===== src/rtl/fp_divide.sv =====
// Sequential single-precision divider: op1 / op2.
// Restoring mantissa divider (one quotient bit per clock), truncation rounding,
// denormal inputs flushed to zero, exponent 255 treated as an ordinary finite value.
module fp_divide #(
  parameter int unsigned BIAS = 127
) (
  input  logic        clk,
  input  logic        n_rst,
  input  logic        div_start,
  input  logic [31:0] op1,
  input  logic [31:0] op2,
  output logic [31:0] div_result,
  output logic        div_done,
  output logic        div_overflow,
  output logic        div_busy
);

  typedef enum logic [1:0] {StIdle, StDivide, StNorm, StDone} state_e;

  state_e             state_q, state_d;
  logic               sign_q, sign_d;
  logic signed [9:0]  ediff_q, ediff_d;
  logic [24:0]        rem_q, rem_d;
  logic [23:0]        dvsr_q, dvsr_d;
  logic [24:0]        quo_q, quo_d;
  logic [4:0]         cnt_q, cnt_d;
  // A special-case hit is resolved at the start edge and retired one edge later,
  // so that the outputs only change on entry to StDone.
  logic               spec_q, spec_d;
  logic [31:0]        spec_res_q, spec_res_d;
  logic               spec_ovf_q, spec_ovf_d;
  logic [31:0]        result_q, result_d;
  logic               ovf_q, ovf_d;

  logic [7:0]         e1, e2;
  logic               sign_new;
  logic signed [9:0]  ediff_new;
  logic               spec_hit;
  logic [31:0]        spec_res;
  logic               spec_ovf;
  logic [24:0]        dvsr_ext;
  logic [24:0]        rem_diff;
  logic               rem_ge;
  logic signed [9:0]  exp_n;
  logic [22:0]        frac_n;

  assign e1        = op1[30:23];
  assign e2        = op2[30:23];
  assign sign_new  = op1[31] ^ op2[31];
  // Modulo-1024 arithmetic gives the correct two's complement result in 10 bits.
  assign ediff_new = $signed({2'b00, e1} - {2'b00, e2} + 10'(BIAS));

  assign dvsr_ext  = {1'b0, dvsr_q};
  assign rem_ge    = (rem_q >= dvsr_ext);
  assign rem_diff  = rem_q - dvsr_ext;

  // Normalise: quotient lies in (0.5, 2), so at most one bit of left shift.
  assign exp_n     = quo_q[24] ? ediff_q : ediff_q - 10'sd1;
  assign frac_n    = quo_q[24] ? quo_q[23:1] : quo_q[22:0];

  assign div_result   = result_q;
  assign div_overflow = ovf_q;
  assign div_done     = (state_q == StDone);
  assign div_busy     = (state_q != StIdle);

  // Zero-exponent operand detection and the result each case produces.
  always_comb begin
    spec_hit = 1'b1;
    spec_res = '0;
    spec_ovf = 1'b0;
    if (e1 == 8'd0 && e2 == 8'd0) begin
      spec_res = 32'h7FC0_0000;
      spec_ovf = 1'b1;
    end else if (e2 == 8'd0) begin
      spec_res = {sign_new, 8'hFF, 23'h0};
      spec_ovf = 1'b1;
    end else if (e1 == 8'd0) begin
      spec_res = {sign_new, 31'h0};
    end else begin
      spec_hit = 1'b0;
    end
  end

  // FSM next-state and datapath next-values.
  always_comb begin
    state_d    = state_q;
    sign_d     = sign_q;
    ediff_d    = ediff_q;
    rem_d      = rem_q;
    dvsr_d     = dvsr_q;
    quo_d      = quo_q;
    cnt_d      = cnt_q;
    spec_d     = spec_q;
    spec_res_d = spec_res_q;
    spec_ovf_d = spec_ovf_q;
    result_d   = result_q;
    ovf_d      = ovf_q;
    unique case (state_q)
      StIdle: begin
        if (div_start) begin
          sign_d     = sign_new;
          ediff_d    = ediff_new;
          rem_d      = {2'b01, op1[22:0]};
          dvsr_d     = {1'b1, op2[22:0]};
          quo_d      = '0;
          cnt_d      = '0;
          spec_d     = spec_hit;
          spec_res_d = spec_res;
          spec_ovf_d = spec_ovf;
          state_d    = StDivide;
        end
      end
      StDivide: begin
        if (spec_q) begin
          result_d = spec_res_q;
          ovf_d    = spec_ovf_q;
          state_d  = StDone;
        end else begin
          // R < 2D always holds, so the shifted remainder fits in 25 bits.
          rem_d = rem_ge ? {rem_diff[23:0], 1'b0} : {rem_q[23:0], 1'b0};
          quo_d = {quo_q[23:0], rem_ge};
          cnt_d = cnt_q + 5'd1;
          if (cnt_q == 5'd24) begin
            state_d = StNorm;
          end
        end
      end
      StNorm: begin
        if (exp_n >= 10'sd255) begin
          result_d = {sign_q, 8'hFF, 23'h0};
          ovf_d    = 1'b1;
        end else if (exp_n <= 10'sd0) begin
          result_d = {sign_q, 31'h0};
          ovf_d    = 1'b0;
        end else begin
          result_d = {sign_q, exp_n[7:0], frac_n};
          ovf_d    = 1'b0;
        end
        state_d = StDone;
      end
      StDone: begin
        state_d = StIdle;
      end
      default: begin
        state_d = StIdle;
      end
    endcase
  end

  // State and datapath registers; reset discards any operation in flight.
  always_ff @(posedge clk or negedge n_rst) begin
    if (!n_rst) begin
      state_q    <= StIdle;
      sign_q     <= 1'b0;
      ediff_q    <= '0;
      rem_q      <= '0;
      dvsr_q     <= '0;
      quo_q      <= '0;
      cnt_q      <= '0;
      spec_q     <= 1'b0;
      spec_res_q <= '0;
      spec_ovf_q <= 1'b0;
      result_q   <= '0;
      ovf_q      <= 1'b0;
    end else begin
      state_q    <= state_d;
      sign_q     <= sign_d;
      ediff_q    <= ediff_d;
      rem_q      <= rem_d;
      dvsr_q     <= dvsr_d;
      quo_q      <= quo_d;
      cnt_q      <= cnt_d;
      spec_q     <= spec_d;
      spec_res_q <= spec_res_d;
      spec_ovf_q <= spec_ovf_d;
      result_q   <= result_d;
      ovf_q      <= ovf_d;
    end
  end

endmodule

===== config.mk =====
export PLATFORM = sky130hd
export DESIGN_NAME = fp_divide
export DESIGN_NICKNAME = d
export VERILOG_FILES = /design/src/rtl/fp_divide.sv
export SDC_FILE = /design/constraint.sdc
export NUM_CORES = 1
export LEC_CHECK = 0
export CAP_MARGIN = 10
export CORE_MARGIN = 1
export CORE_UTILIZATION = 35
export CTS_CLUSTER_DIAMETER = 40
export DETAILED_ROUTE_END_ITERATION = 8
export DONT_BUFFER_PORTS = 1
export SLEW_MARGIN = 20
export SYNTH_ARGS = -nofsm -noshare
export SYNTH_HDL_FRONTEND = slang
export SYNTH_SLANG_ARGS = --single-unit
export TNS_END_PERCENT = 1

===== constraint.sdc =====
create_clock -name clk -period 5.59 [get_ports clk]
set_input_delay 0.559 -clock clk [delete_from_list [all_inputs] [get_ports clk]]
set_output_delay 0.559 -clock clk [all_outputs]
set_load 0.03 [all_outputs]

==> results of run 1 <==
## stage by stage
step	hold WS [ns]	cells
CTS	0.147	1087
global placement	0.268	1054
floorplan	0.263	809
detailed placement	0.271	1054
finish	0.0945	1087
global route	0.155	1087
## path summary, 6_finish.rpt
check / end / startpoint / slack, ns
setup reg to reg: rem_q[1]$_DFFE_PN0P_ / rem_q[8]$_DFFE_PN0P_ / 2.32
min in group clk: rem_q[0]$_DFFE_PN0P_ / op1[0] / 0.29
setup / recovery: rem_q[1]$_DFFE_PN0P_ / rem_q[8]$_DFFE_PN0P_ / 2.32
hold / removal: div_result[31]$_DFFE_PN0P_ / n_rst / 0.09
max in group asynchronous: dvsr_q[9]$_DFFE_PN0P_ / n_rst / 4.97
hold reg to reg: dvsr_q[23]$_DFFE_PN0P_ / dvsr_q[23]$_DFFE_PN0P_ / 0.45
## placed cells by master, fill, tap and decap left out, types with 3 or more instances in the layout
cell type	count
a211oi_1	4
a211oi_2	3
a21boi_0	4
a21o_1	11
a21oi_1	58
a22o_1	26
a22oi_1	6
a31oi_1	3
and3_1	5
buf_4	3
bufinv_16	3
clkbuf_16	17
clkinv_4	6
dfrtp_1	129
ha_1	41
inv_1	55
inv_6	3
mux2_2	26
mux2i_1	46
nand2_1	73
nand2b_1	5
nand3_1	11
nand4_1	8
nor2_1	48
nor2b_1	11
nor3_1	7
nor3b_1	3
nor4_1	9
o21a_1	8
o21ai_0	37
o21ai_1	26
o21bai_1	4
o22ai_1	17
o31ai_1	7
xnor2_1	22
xor2_1	19
## power breakdown
group | internal (mW) | switching, mW | leakage [nW]
Clock | 0.709 | 0.435 | 0.295
Sequential | 1.22 | 0.318 | 1.64
Combinational | 1.29 | 1.90 | 1.86
## per-layer routing
| layer | global-route usage (%) | up-vias | wire length [um] |
|---|---|---|---|
| met3 | 5.03 | 14 | 1140 |
| met1 | 22.2 | 2747 | 8370 |
| li1 | - | 2865 | - |
| met5 | 0 | - | 0 |
| met4 | 5.35 | 0 | 204 |
| met2 | 25.0 | 128 | 8140 |
## worst max-delay path: stages, from the launching register on
cell      delay [ns]
dfrtp_1         0.40
ha_1            0.44
nand2_1         0.09
o21ai_1         0.20
nor2b_1         0.17
nor3_1          0.08
o211ai_1        0.23
nand2_1         0.16
o21ai_4         0.85
mux2_2          0.42
o22ai_1         0.14
## state kept, by name, summed over array words and instances, names as in the netlist
signal,flops
cnt_q,5
div_overflow,1
div_result,32
dvsr_q,24
ediff_q,10
quo_q,25
rem_q,25
sign_q,1
spec_q,1
spec_res_q,3
state_q,2
## kinds of logic after synthesis
kind of cell,after synthesis
xor+xnor,42
flops,129
compound gates,231
mux,73
buf+inv,93
fa+ha+maj,43
simple gates,198
## final cells by class
cell class / count / area, um^2 / area share, %
Multi-Input combinational cell: 587 / 4170 / 48.4
Sequential cell: 129 / 3230 / 37.5
Clock buffer: 18 / 429 / 4.98
Tap cell: 280 / 350 / 4.06
Inverter: 55 / 206 / 2.40
Clock inverter: 14 / 181 / 2.10
Timing Repair Buffer: 4 / 50.0 / 0.581
==> reports/qor.yml, run 1 <==
rsz0062_at_grt: "false"
crit_fanout: 26
slew_violations: 0
synth_edf_count: 0
clk_pin_slew_ns: 0.06
synth_area_um2: 7740
tightest_slew_ns: 1.07
postLayoutCoreUtil_pct: 39.6
setup_tns_ns: 0
synth_cell_types: 64
synth_common_cells: "129 x dfrtp_1, 74 x nand2_1, 58 x a21oi_1, 55 x inv_1, 49 x nor2_1"
clkLatencyLatePin_ns: 0.41
synth_cells: 809
drt_pre_antenna_iters: 5
drive_gt1_share_pct: 10.0
synthSimpleGateAreaFrac_pct: 12.4
gp_congestion: 0.849
fin_total_pwr_mw: 5.88
worst-r2r-cell-count: 10
yosys_warnings: 0
antenna_found_initial: 0
detailed_place.area_um2: 7980
crit_path_end_kind: "flip-flop"
yosysMostFrequentCell: "dfrtp_1"
setup_viol: 0
required_ns: 5.90
synth_area_leader_cell: "dfrtp_1"
async_reset_ff_share_pct: 100
powerDensity_nw_per_um2: 682
hpwlAfterDp_mm: 12.5
fp.dieW_um: 151
startpoint_type: "flip-flop"
wire_per_inst_um: 16.4
grt_pass1_vias: 5695
dr_total_vias: 5754
ctsLongestPathBuffers: 2
fin_skew_ns: 0.00833
wl_mm: 17.8
port-buffer-count: 0
drc: 0
io_pins: 102
hold_buffers: 1
worstPathArrival_ns: 3.59
syn_area_per_cell_um2: 9.57
cts_tree: "built"
synth_compound_area_share_pct: 19.1
postCtsSetupRepairBufs: 0
peakVddDrop_uv: 283
stdcell_area_um2: 8620
fp-row-count: 54
status: "finished clean"
nNetsFinal: 904
yosysTopAreaCellShare_pct: 41.7
ctsResizeCount: 0
grt.overflow.total: 0
grt_max_degree: 130
synth_mux_area_share_pct: 9.86
root_buffer: "clkbuf_16"
coreArea_um2: 21800
fill_cells: 2140
period_minus_slack_ns: 3.27
dieHeight_um: 151
drv_cap: 0
syn2layout_area_growth_pct: 11.3
synth_fa_ha_area_share_pct: 7.14
fmax_ghz: 0.305
slew_headroom_pct: 28.3
worstSetupPathType: "flip-flop to flip-flop"
post-place-ws_ns: 2.34
synth_xor_area_share_pct: 4.85
ys_top_cells_by_area: "dfrtp_1 42%, ha_1 6.6%, mux2i_1 6.1%"
p_leak_nw: 3.79
setup_ws_ns: 2.32
hold_path_class: "input port to async pin"
ant_nets: 0
cts_num_sinks: 129
synth_nets: 919
yosys_most_used_dff: "dfrtp_1"
detailedRoute.firstIterationViolations: 321
yosysSeqAreaShare_pct: 41.7
hold_viol_final: 0
grt_pass1_wl_mm: 29.3
cts_made_buffers: 17
die_area_um2: 22700
start_util_pct: 35.6
diodes: 0
vias_per_cell: 5.29
synth-seq-cells: 129
grt.total_usage_pct: 16.5
fin_crit_sh_pct: 58.6
synth_top_family_by_area: "compound AO/OA/AOI/OAI gates"
cts_max_level: 4
(Power assumes the default switching activity.)
==> inputs of run 2 (changes only) <==
Clock period 5.59 ns to 3.2 ns, I/O delays scaled along.
==> run 2 against run 1 <==
Compared with the run above: largest power group unchanged; sequential cell count did not move; highest routed layer unchanged; clock skew is 0.0012 ns higher; routed wire length down 0.33%; the run now ends with design-rule violations, negative hold slack left; design area up 0.54%; core utilization up 0.21 points; combinational power is 78% higher.
==> reports/qor.yml, run 2 (synthesized netlist as in run 1, its figures left out) <==
status: "complete, but fails checks"
violations: "design-rule violations, negative hold slack"
worstSetupPathType: "flip-flop to flip-flop"
peakVddDrop_uv: 588  # +110%
path_common_cell: "a21oi_1"
dieHeight_um: 151  # unchanged
tightest_slew_ns: 0.835  # -0.237 ns
worst-r2r-cell-count: 10  # unchanged
required_ns: 3.49  # -2.41 ns
dr_total_vias: 5760  # +0.10%
setup_tns_ns: 0  # unchanged
path_cells: "ha_1, a21o_1, a21oi_1, nand2_1, a311o_1, a21oi_1, o21ai_1, mux2i_1, a2111oi_0, a31oi_1"
period_minus_slack_ns: 2.92  # -0.350 ns
ctsResizeCount: 0  # unchanged
p_leak_nw: 3.83  # +0.96%
wl_mm: 17.8  # -0.33%
rsz0062_at_grt: "false"
fmax_ghz: 0.342  # +12%
grt_pass1_vias: 5657  # -0.67%
root_buffer: "clkbuf_16"
fin_crit_sh_pct: 91.4  # +33 points
drt_pre_antenna_iters: 7  # +2
detailedRoute.firstIterationViolations: 238  # -26%
grt_pass1_wl_mm: 29.1  # -0.57%
slew_violations: 0  # unchanged
critPathLaunch: "rem_q[3]$_DFFE_PN0P_"
postCtsSetupRepairBufs: 0  # unchanged
r2r_setup_slack_ns: 0.28  # -2.04 ns
powerDensity_nw_per_um2: 1190  # +75%
layout_common_cells: "129 x dfrtp_1, 73 x nand2_1, 58 x a21oi_1, 55 x inv_1, 48 x nor2_1"
hpwlAfterDp_mm: 12.5  # +0.27%
cp_slowest_cell: "dfrtp_1"
diodes: 0  # unchanged
startpoint_type: "flip-flop"
ctsLongestPathBuffers: 2  # unchanged
grt.total_usage_pct: 16.5  # about the same
clk_pin_slew_ns: 0.07  # about the same
fin_skew_ns: 0.00952  # +0.00118 ns
grt.overflow.total: 0  # unchanged
post-place-ws_ns: 0.287  # -2.05 ns
coreArea_um2: 21800  # unchanged
nNetsFinal: 912  # +0.88%
wire_per_inst_um: 16.2  # -1.1%
vias_per_cell: 5.26  # -0.63%
ant_nets: 0  # unchanged
drive_gt1_share_pct: 11.0  # +1.0 points
crit_path_end_kind: "flip-flop"
cts_num_sinks: 129  # unchanged
largest_register_ffs: 32  # unchanged
slew_headroom_pct: 44.1  # +16 points
setup_ws_ns: 0.276  # -2.04 ns
hold_path_class: "input port to async pin"
start_util_pct: 35.6  # unchanged
io_pins: 102  # unchanged
setup_viol: 0  # unchanged
r2r_start: "rem_q[3]$_DFFE_PN0P_"
fp.dieW_um: 151  # unchanged
antenna_found_initial: 1  # +1
crit_fanout: 5  # -81%
die_area_um2: 22700  # unchanged
clkLatencyLatePin_ns: 0.43  # +0.02 ns
worstPathArrival_ns: 3.21  # -0.38 ns
mostFrequentLayoutCell: "dfrtp_1"
syn2layout_area_growth_pct: 11.9
hold_viol_final: 129  # +129
slowest_delay_ns: 0.40  # -0.45 ns
drc: 1  # +1
timing.hold.ws_ns: -0.419  # -0.513 ns
drv_cap: 0  # unchanged
port-buffer-count: 0  # unchanged
fp-row-count: 54  # unchanged
cts_tree: "built"
cts_max_level: 4  # unchanged
reg2reg_to: "rem_q[20]$_DFFE_PN0P_"
grt_max_degree: 130  # unchanged
gp_congestion: 0.816  # -3.9%
cts_made_buffers: 17  # unchanged
==> run 2: per-layer routing <==
metal | part of all wire (%) | track usage [%]
met1 | 48 | 22.2
met2 | 46 | 25.4
met3 | 5.4 | 4.58
met4 | 1.4 | 5.35
met5 | 0 | 0
==> run 2: layout make-up <==
class | instances | area (um^2)
inverter | 55 | 206
clock buffer | 19 | 453
sequential | 129 | 3230
timing repair buffer | 12 | 115
fill | 2163 | 13100
clock inverter | 13 | 149
multi-input combinational | 587 | 4160
tap | 280 | 350
==> run 2: worst max path at each step <==
stage	to	slack (ns)
global route	rem_q[20]$_DFFE_PN0P_	0.02
global placement	rem_q[20]$_DFFE_PN0P_	0.28
floorplan	rem_q[20]$_DFFE_PN0P_	0.63
CTS	rem_q[20]$_DFFE_PN0P_	0.26
finish	rem_q[20]$_DFFE_PN0P_	0.28
detailed placement	rem_q[20]$_DFFE_PN0P_	0.29
==> run 2: report_power, final <==
part / total (mW) / internal, mW / switching [mW]
combinational: 5.68 / 2.37 / 3.31
sequential: 2.67 / 2.13 / 0.538
clock: 1.99 / 1.20 / 0.791
==> run 2: through the flow <==
stage          instances  total power [mW]  hold slack (ns)  util [%]  cell area (um^2)
2_1_floorplan        809              7.07           0.0244         -              7740
3_3_place_gp        1063              8.32           0.0288      37.1              8060
3_5_place_dp        1063              8.37           0.0298      37.1              8060
4_1_cts             1095              10.4           -0.439      39.8              8670
5_1_grt             1095              11.2           -0.438      39.8              8670
6_report            1095              10.3           -0.419      39.8              8670
==> run 2: critical path: cells and delay by family (launching register included) <==
family                   cells  cell delay, ns
AO/OA/AOI/OAI                7            1.71
adder cells (fa/ha/maj)      1            0.36
flip-flops                   1            0.40
multiplexers                 1            0.16
AND/OR/NAND/NOR              1            0.16
